File: src/rtl/cnn_pkg.sv
// cnn_pkg: shared word width, per-layer map dimensions and the max-pool FSM state type.
package cnn_pkg;
    localparam int DATA_W    = 16;
    localparam int CONV1_DIM = 24;
    localparam int CONV1_CH  = 6;
    localparam int CONV2_DIM = 8;
    localparam int CONV2_CH  = 16;
    typedef enum logic [2:0] {IDLE, RD, LAST, WR, DONE} maxpool_state_t;
endpackage

File: src/rtl/maxpool_engine_if.sv
// maxpool_engine_if: conv RAM read port and pool RAM write port seen by the pooling engine.
interface maxpool_engine_if import cnn_pkg::*; #(
    parameter int DATA_W = cnn_pkg::DATA_W,
    parameter int ADDR_W = 12
);
    logic [ADDR_W-1:0] rd_addr;
    logic [DATA_W-1:0] rd_data;
    logic [ADDR_W-1:0] wr_addr;
    logic [DATA_W-1:0] wr_data;
    logic              wr_en;
    modport master (output rd_addr, wr_addr, wr_data, wr_en, input rd_data);
    modport slave  (input rd_addr, wr_addr, wr_data, wr_en, output rd_data);
endinterface

File: src/rtl/maxpool_addr_gen.sv
// maxpool_addr_gen: channel/row/column/quad counters producing window read and pooled write addresses.
module maxpool_addr_gen import cnn_pkg::*; #(
    parameter int IN_DIM   = CONV1_DIM,
    parameter int CHANNELS = CONV1_CH,
    parameter int ADDR_W   = 12
) (
    input  logic              clk,
    input  logic              reset,
    input  logic              clr,
    input  logic              ld,
    input  logic              seq,
    input  logic              step,
    output logic [1:0]        q,
    output logic [ADDR_W-1:0] rd_addr,
    output logic [ADDR_W-1:0] wr_addr,
    output logic              last
);
    localparam int OUT = IN_DIM / 2;
    localparam int CW  = $clog2(CHANNELS + 1);
    localparam int DW  = $clog2(OUT + 1);
    logic [CW-1:0]     c;
    logic [DW-1:0]     r, k;
    logic [1:0]        nq;
    logic [ADDR_W-1:0] base, off;
    always_comb begin
        nq   = seq ? q + 2'd1 : 2'd0;
        base = ADDR_W'(c) * ADDR_W'(IN_DIM * IN_DIM) + ADDR_W'(r) * ADDR_W'(2 * IN_DIM) + ADDR_W'({k, 1'b0});
        off  = (nq[1] ? ADDR_W'(IN_DIM) : '0) + ADDR_W'(nq[0]);
        last = c == CW'(CHANNELS - 1) && r == DW'(OUT - 1) && k == DW'(OUT - 1);
    end
    // addresses survive an abort; only the loop counters restart
    always_ff @(posedge clk) begin
        if (reset) begin
            rd_addr <= '0;
            wr_addr <= '0;
        end else begin
            if (ld) rd_addr <= base + off;
            if (step) wr_addr <= ADDR_W'(c) * ADDR_W'(OUT * OUT) + ADDR_W'(r) * ADDR_W'(OUT) + ADDR_W'(k);
        end
    end
    always_ff @(posedge clk) begin
        if (reset || clr) begin
            c <= '0;
            r <= '0;
            k <= '0;
            q <= '0;
        end else begin
            if (ld) q <= nq;
            if (step) begin
                k <= k == DW'(OUT - 1) ? '0 : k + 1'b1;
                if (k == DW'(OUT - 1)) r <= r == DW'(OUT - 1) ? '0 : r + 1'b1;
                if (k == DW'(OUT - 1) && r == DW'(OUT - 1)) c <= c == CW'(CHANNELS - 1) ? '0 : c + 1'b1;
            end
        end
    end
endmodule

File: src/rtl/maxpool_engine.sv
// maxpool_engine: 2x2 stride-2 max pooling from conv RAM into pool RAM.
// Define MAXPOOL_RELU_EN to clamp negative maxima to zero at the output.
module maxpool_engine import cnn_pkg::*; #(
    parameter int DATA_W   = cnn_pkg::DATA_W,
    parameter int IN_DIM   = CONV1_DIM,
    parameter int CHANNELS = CONV1_CH,
    parameter int ADDR_W   = 12
) (
    input  logic clk,
    input  logic reset,
    input  logic enable,
    input  logic rd_reset,
    input  logic wr_reset,
    maxpool_engine_if.master bus,
    output logic rd_done,
    output logic wr_done
);
    maxpool_state_t state, nstate;
    logic go, last;
    logic [1:0] q;
    logic signed [DATA_W-1:0] max_r, mx, res;
    assign go = enable && !rd_reset && !wr_reset;
    always_comb begin
        unique case (state)
            IDLE:    nstate = RD;
            RD:      nstate = q == 2'd3 ? LAST : RD;
            LAST:    nstate = WR;
            WR:      nstate = rd_done ? DONE : RD;
            default: nstate = DONE;
        endcase
        if (reset || !go) nstate = IDLE;
        mx = $signed(bus.rd_data) > max_r ? $signed(bus.rd_data) : max_r;
`ifdef MAXPOOL_RELU_EN
        res = mx[DATA_W-1] ? '0 : mx;
`else
        res = mx;
`endif
    end
    // rd_data lags rd_addr by one cycle, so quad q's data is consumed at q+1 (q=3 in LAST)
    always_ff @(posedge clk) begin
        state <= nstate;
        if (reset) begin
            max_r       <= '0;
            bus.wr_data <= '0;
            bus.wr_en   <= 1'b0;
            rd_done     <= 1'b0;
            wr_done     <= 1'b0;
        end else begin
            bus.wr_en <= go && state == LAST;
            rd_done   <= go && (rd_done || (state == RD && q == 2'd3 && last));
            wr_done   <= go && (wr_done || (state == WR && rd_done));
            if (state == RD && q != 2'd0) max_r <= q == 2'd1 ? $signed(bus.rd_data) : mx;
            if (state == LAST && go) bus.wr_data <= res;
        end
    end
    maxpool_addr_gen #(.IN_DIM(IN_DIM), .CHANNELS(CHANNELS), .ADDR_W(ADDR_W)) u_gen (
        .clk     (clk),
        .reset   (reset),
        .clr     (!go),
        .ld      (nstate == RD),
        .seq     (state == RD),
        .step    (state == LAST && go),
        .q       (q),
        .rd_addr (bus.rd_addr),
        .wr_addr (bus.wr_addr),
        .last    (last)
    );
endmodule

File: src/flat_wrapper.sv
// flat-port wrapper written by rule: the top's interface ports become plain ports
module maxpool_engine_flat import cnn_pkg::*;
#(
    parameter int DATA_W   = cnn_pkg::DATA_W,
    parameter int IN_DIM   = CONV1_DIM,
    parameter int CHANNELS = CONV1_CH,
    parameter int ADDR_W   = 12
)
  (clk, reset, enable, rd_reset, wr_reset, rd_done, wr_done, bus_rd_addr, bus_wr_addr, bus_wr_data, bus_wr_en, bus_rd_data);
  maxpool_engine_if #(.DATA_W(DATA_W), .ADDR_W(ADDR_W)) bus_i ();
  input  logic clk;
  input  logic reset;
  input  logic enable;
  input  logic rd_reset;
  input  logic wr_reset;
  output logic rd_done;
  output logic wr_done;
  output wire logic [$bits(bus_i.rd_addr)-1:0] bus_rd_addr;
  output wire logic [$bits(bus_i.wr_addr)-1:0] bus_wr_addr;
  output wire logic [$bits(bus_i.wr_data)-1:0] bus_wr_data;
  output wire logic [$bits(bus_i.wr_en)-1:0] bus_wr_en;
  input wire logic [$bits(bus_i.rd_data)-1:0] bus_rd_data;
  assign bus_rd_addr = bus_i.rd_addr;
  assign bus_wr_addr = bus_i.wr_addr;
  assign bus_wr_data = bus_i.wr_data;
  assign bus_wr_en = bus_i.wr_en;
  assign bus_i.rd_data = bus_rd_data;
  maxpool_engine #(.DATA_W(DATA_W), .IN_DIM(IN_DIM), .CHANNELS(CHANNELS), .ADDR_W(ADDR_W)) u_core (.clk(clk), .reset(reset), .enable(enable), .rd_reset(rd_reset), .wr_reset(wr_reset), .bus(bus_i), .rd_done(rd_done), .wr_done(wr_done));
endmodule
File: config.mk
export PLATFORM = sky130hd
export DESIGN_NAME = maxpool_engine_flat
export DESIGN_NICKNAME = d
export VERILOG_FILES = /design/src/rtl/cnn_pkg.sv /design/src/rtl/maxpool_engine_if.sv /design/src/rtl/maxpool_addr_gen.sv /design/src/rtl/maxpool_engine.sv /design/src/flat_wrapper.sv
export SDC_FILE = /design/constraint.sdc
export NUM_CORES = 1
export LEC_CHECK = 0
export ABC_CLOCK_PERIOD_IN_PS = 3250
export CORE_MARGIN = 2
export CORE_UTILIZATION = 40
export DETAILED_ROUTE_END_ITERATION = 10
export GPL_ROUTABILITY_DRIVEN = 1
export MAX_ROUTING_LAYER = met4
export PLACE_DENSITY = 0.71
export SLEW_MARGIN = 20
export SYNTH_ARGS = -nofsm -noshare
export SYNTH_HDL_FRONTEND = slang
export SYNTH_SLANG_ARGS = --single-unit
File: constraint.sdc
create_clock -name clk -period 3.25 [get_ports clk]
set_clock_uncertainty 0.1 [all_clocks]
set_input_delay 0.8125 -clock clk [delete_from_list [all_inputs] [get_ports clk]]
set_output_delay 0.8125 -clock clk [all_outputs]
set_load 0.03 [all_outputs]
==> out/metrics.cfg, run 1 <==
[place]
port_buffers = 62
routabilityCongestion = 0.908
preCtsSetupSlack_ps = -320
placed_cells = 713
hpwl_um = 7700

[floorplanning]
initial_utilization_pct = 41.2
die-area_mm2 = 0.0115
placementRows = 37
dieHeight_um = 107
core_footprint_mm2 = 0.0104
floorplan.io_pins = 64
die_x_um = 107

[synth]
combinational_family_with_the_most_area_after_synthesis = simple AND/OR/NAND/NOR gates
synth.cells.most_frequent = sky130_fd_sc_hd__nor2_1 (77), sky130_fd_sc_hd__dfxtp_1 (74), sky130_fd_sc_hd__a21oi_1 (37), sky130_fd_sc_hd__ha_1 (37), sky130_fd_sc_hd__nand2b_1 (34)
synth_compound_area_share_pct = 16.0
synth.distinct_cells = 51
post_synth_main_area_contributors = sky130_fd_sc_hd__dfxtp_1 (35%), sky130_fd_sc_hd__ha_1 (11%), sky130_fd_sc_hd__nor2_1 (6.8%), sky130_fd_sc_hd__mux2i_1 (5.2%), sky130_fd_sc_hd__nand2b_1 (5.0%)
synth_top_cell_area_share_pct = 34.7
avgSynthCellArea_um2 = 8.56
synth_sequential_area_ratio_pct = 34.7
mappedNetlistArea_mm2 = 0.00427
ys_ff_latch = 74
synth.mux.area_fraction_pct = 5.42
synth_simple_gate_area_share_pct = 20.6
ys.warnings.count = 0
synthMostInstantiatedCell = sky130_fd_sc_hd__nor2_1
synth_async_sr_flop_share_pct = 0
synthAdderAreaFrac_pct = 14.1
post_synth_inst_count = 499
netlist.top_cell.by_area = sky130_fd_sc_hd__dfxtp_1
synth.net_count = 564
ys.flop_type = sky130_fd_sc_hd__dfxtp_1
synth-edff-count = 0
post_synth_xor_area_fraction_pct = 2.87

[final_layout]
ant_diodes = 0
finish.utilization_pct = 53.9
syn_to_final_growth_pct = 30.9
drive_above_1_share_pct = 16.0
stdcell_count = 730
finish.net_count = 654

[job]
max_cap_violations = 0

[critical_path]
path_class = primary input to register
reg2reg_depth = 14
crit_required_ps = 3390
r2r_slack_ps = 140
setup.worst_path.end_class = register
critPathArrivalTime_ps = 3300
critical_path_peak_fanout = 17
critical_path.reg2reg.startpoint = u_core.u_gen.q[1]$_SDFFE_PP0N_
worstSetupStartpointType = primary input
worstReg2RegEnd = u_core.u_gen.rd_addr[10]$_SDFFE_PP0N_

[routing]
ant_nets = 0
wl_um = 10500
vias = 3760
first_pass_iters = 4
drt-vias-per-instance = 5.15
drc_errors = 0
initialDrtViolationCount = 120
detail_route.wl_per_cell_um = 14.4

[cts]
cts-hold-fix-buffers = 0
clock_pin_slew_reported_for_the_worst_setup_and_hold_paths_after_clock_tree_synthesis_ps = 80
clock_tree_root_driver_cell = sky130_fd_sc_hd__clkbuf_8
clockBufferDepth = 2
numCtsBuffers = 9
cts.sinks = 74
ctsHtreeMaxLevel = 3
clock_tree_from_tritoncts = yes
source_to_sink_clock_delay_at_the_later_pin_of_the_worst_skew_pair_ps = 350

[timing]
max_slew.worst_pin.slew_ps = 642
portion_of_the_clock_cycle_consumed_by_the_worst_path_in_the_final_layout_pct = 97.1
final_hold_viols = 0
timing_max_transition_violations_final = 0
timing.final.ws_setup_ps = 95.8
worst_max_slew_margin_expressed_relative_to_the_limit_pct = 57.2
maxClockFrequency_mhz = 317
final_period_minus_worst_setup_slack_ps = 3150
unrepaired_setup_endpoints_after_global_routing = false
setup_violations = 0

[grt]
grt_util_all_layers_pct = 19.1
grt_start_max_net_pins = 74
gr_ovfl_total = 0
grt_pass1_vias = 3779
grt_first_pass_wirelength_um = 17300
antenna_violations_before_repair = 0

[status]
outcome = completed

[pwr]
power.static_leakage_nw = 2.22
cellPowerDensity_mw_per_mm2 = 328
power.ir.vdd_worst_uv = 236

[worst_hold_path]
min-delay-start = u_core.u_gen.rd_addr[0]$_SDFFE_PP0N_
whs_path_depth = 2
hp-class = register to register
hold_end = u_core.u_gen.rd_addr[0]$_SDFFE_PP0N_

-- critical path: stages --
cell,delay (ps)
sky130_fd_sc_hd__clkdlybuf4s50_1,440
sky130_fd_sc_hd__ha_1,350
sky130_fd_sc_hd__a41o_1,250
sky130_fd_sc_hd__a21oi_1,240
sky130_fd_sc_hd__o22ai_2,140
sky130_fd_sc_hd__o31a_4,290
sky130_fd_sc_hd__buf_6,150
sky130_fd_sc_hd__o31a_1,330
sky130_fd_sc_hd__buf_6,160
sky130_fd_sc_hd__mux2i_1,120
-- cells by family (layout without fill, tap and decap cells) --
| logic type | count (synthesis) | count (layout) |
|---|---|---|
| buf+inv | 62 | 157 |
| mux | 23 | 23 |
| fa+ha+maj | 44 | 44 |
| simple gates | 180 | 180 |
| compound gates | 101 | 101 |
| flops | 74 | 74 |
| other cells | 1 | 1 |
| xor+xnor | 14 | 14 |
-- placed cells by master, fill, tap and decap left out, types with 3 or more instances in the layout --
master                            instances
sky130_fd_sc_hd__xor2_1                   5
sky130_fd_sc_hd__a31oi_1                  4
sky130_fd_sc_hd__a21o_1                   5
sky130_fd_sc_hd__inv_1                   32
sky130_fd_sc_hd__buf_6                    3
sky130_fd_sc_hd__clkdlybuf4s50_1         59
sky130_fd_sc_hd__nor3b_1                  5
sky130_fd_sc_hd__ha_1                    34
sky130_fd_sc_hd__fa_1                     6
sky130_fd_sc_hd__mux2i_1                 22
sky130_fd_sc_hd__nand2_1                 28
sky130_fd_sc_hd__o311a_2                  6
sky130_fd_sc_hd__dfxtp_1                 72
sky130_fd_sc_hd__a21oi_1                 36
sky130_fd_sc_hd__nand3_1                  4
sky130_fd_sc_hd__buf_4                   43
sky130_fd_sc_hd__clkbuf_8                 9
sky130_fd_sc_hd__nand2b_1                34
sky130_fd_sc_hd__nor2b_1                  4
sky130_fd_sc_hd__xnor2_1                  7
sky130_fd_sc_hd__o311a_1                 10
sky130_fd_sc_hd__nor3_1                   4
sky130_fd_sc_hd__o21ai_0                 21
sky130_fd_sc_hd__nor2_1                  76
sky130_fd_sc_hd__nand4_1                  7
-- stage by stage --
stage	setup TNS, ps	hold WS (ps)	instance area [um^2]	total power, mW
2_1_floorplan	0	362	4270	0.995
3_3_place_gp	-7010	344	5280	1.06
3_5_place_dp	-9190	347	5280	1.06
4_1_cts	0	356	5500	1.84
5_1_grt	0	383	5590	1.89
6_report	0	356	5590	1.83
-- how the worst max path moves through the flow --
stage	startpoint	endpoint	slack (ps)	depth (start not counted)
floorplan	u_core.state[0]$_DFF_P_	u_core.u_gen.rd_addr[10]$_SDFFE_PP0N_	50	13
global placement	bus_rd_data[15]	u_core.max_r[4]$_SDFFE_PP0P_	-240	10
detailed placement	bus_rd_data[15]	u_core.max_r[8]$_SDFFE_PP0P_	-320	10
CTS	u_core.u_gen.r[0]$_SDFFE_PP0P_	u_core.u_gen.rd_addr[10]$_SDFFE_PP0N_	10	10
global route	u_core.u_gen.q[1]$_SDFFE_PP0N_	u_core.u_gen.rd_addr[10]$_SDFFE_PP0N_	5	14
finish	bus_rd_data[6]	u_core.max_r[2]$_SDFFE_PP0P_	100	10
-- state kept, by name (all words and copies together), names as in the netlist --
register	cells
u_core.bus.wr_data	16
u_core.max_r	16
u_core.u_gen.rd_addr	12
u_core.u_gen.wr_addr	11
u_core.u_gen.k	4
u_core.u_gen.r	4
u_core.state	3
u_core.u_gen.c	3
u_core.u_gen.q	2
u_core.bus.wr_en	1
u_core.rd_done	1
u_core.wr_done	1
-- final cells by class --
class                   instances  area (um^2)
fillers                       979         4780
multi-input cells             363         2600
flip-flops and latches         74         1480
repair buffers                109          997
well taps                     136          170
clock buffers                   9          124
inverters                      32          120
clock inverters                 7         93.8
-- what timing repair did --
item / 4_1_cts / 5_1_grt
resized for setup: 2 / 18
pin swaps: 1 / 10
setup endpoints to repair: 1 / 19
buffers inserted: 0 / 1
-- power breakdown --
group          switching [mW]  leakage [nW]  internal, mW
clock                   0.356         0.105         0.430
combinational          0.0690          1.51        0.0705
sequential           0.000186         0.597         0.906
-- metal layers --
layer | global-route usage [%] | wire, um | vias to the layer above | part of all wire, %
met5 | - | 0 | - | 0
met4 | 6.87 | 188 | 0 | 1.8
met3 | 3.21 | 455 | 16 | 4.3
met2 | 33.3 | 5340 | 102 | 51
met1 | 22.3 | 4520 | 1761 | 43
li1 | - | - | 1881 | -
No activity file was read; power rests on OpenSTA's default activity.
==> inputs of run 2 (changes only) <==
--- a/config.mk
+++ b/config.mk
@@ -10,6 +10,7 @@
 export CORE_UTILIZATION = 40
 export DETAILED_ROUTE_END_ITERATION = 10
 export GPL_ROUTABILITY_DRIVEN = 1
+export HOLD_SLACK_MARGIN = 0.15
 export MAX_ROUTING_LAYER = met4
 export PLACE_DENSITY = 0.71
 export SLEW_MARGIN = 20
==> results of run 2 <==
Final layout, timing and power as in run 1 (identical DEF).
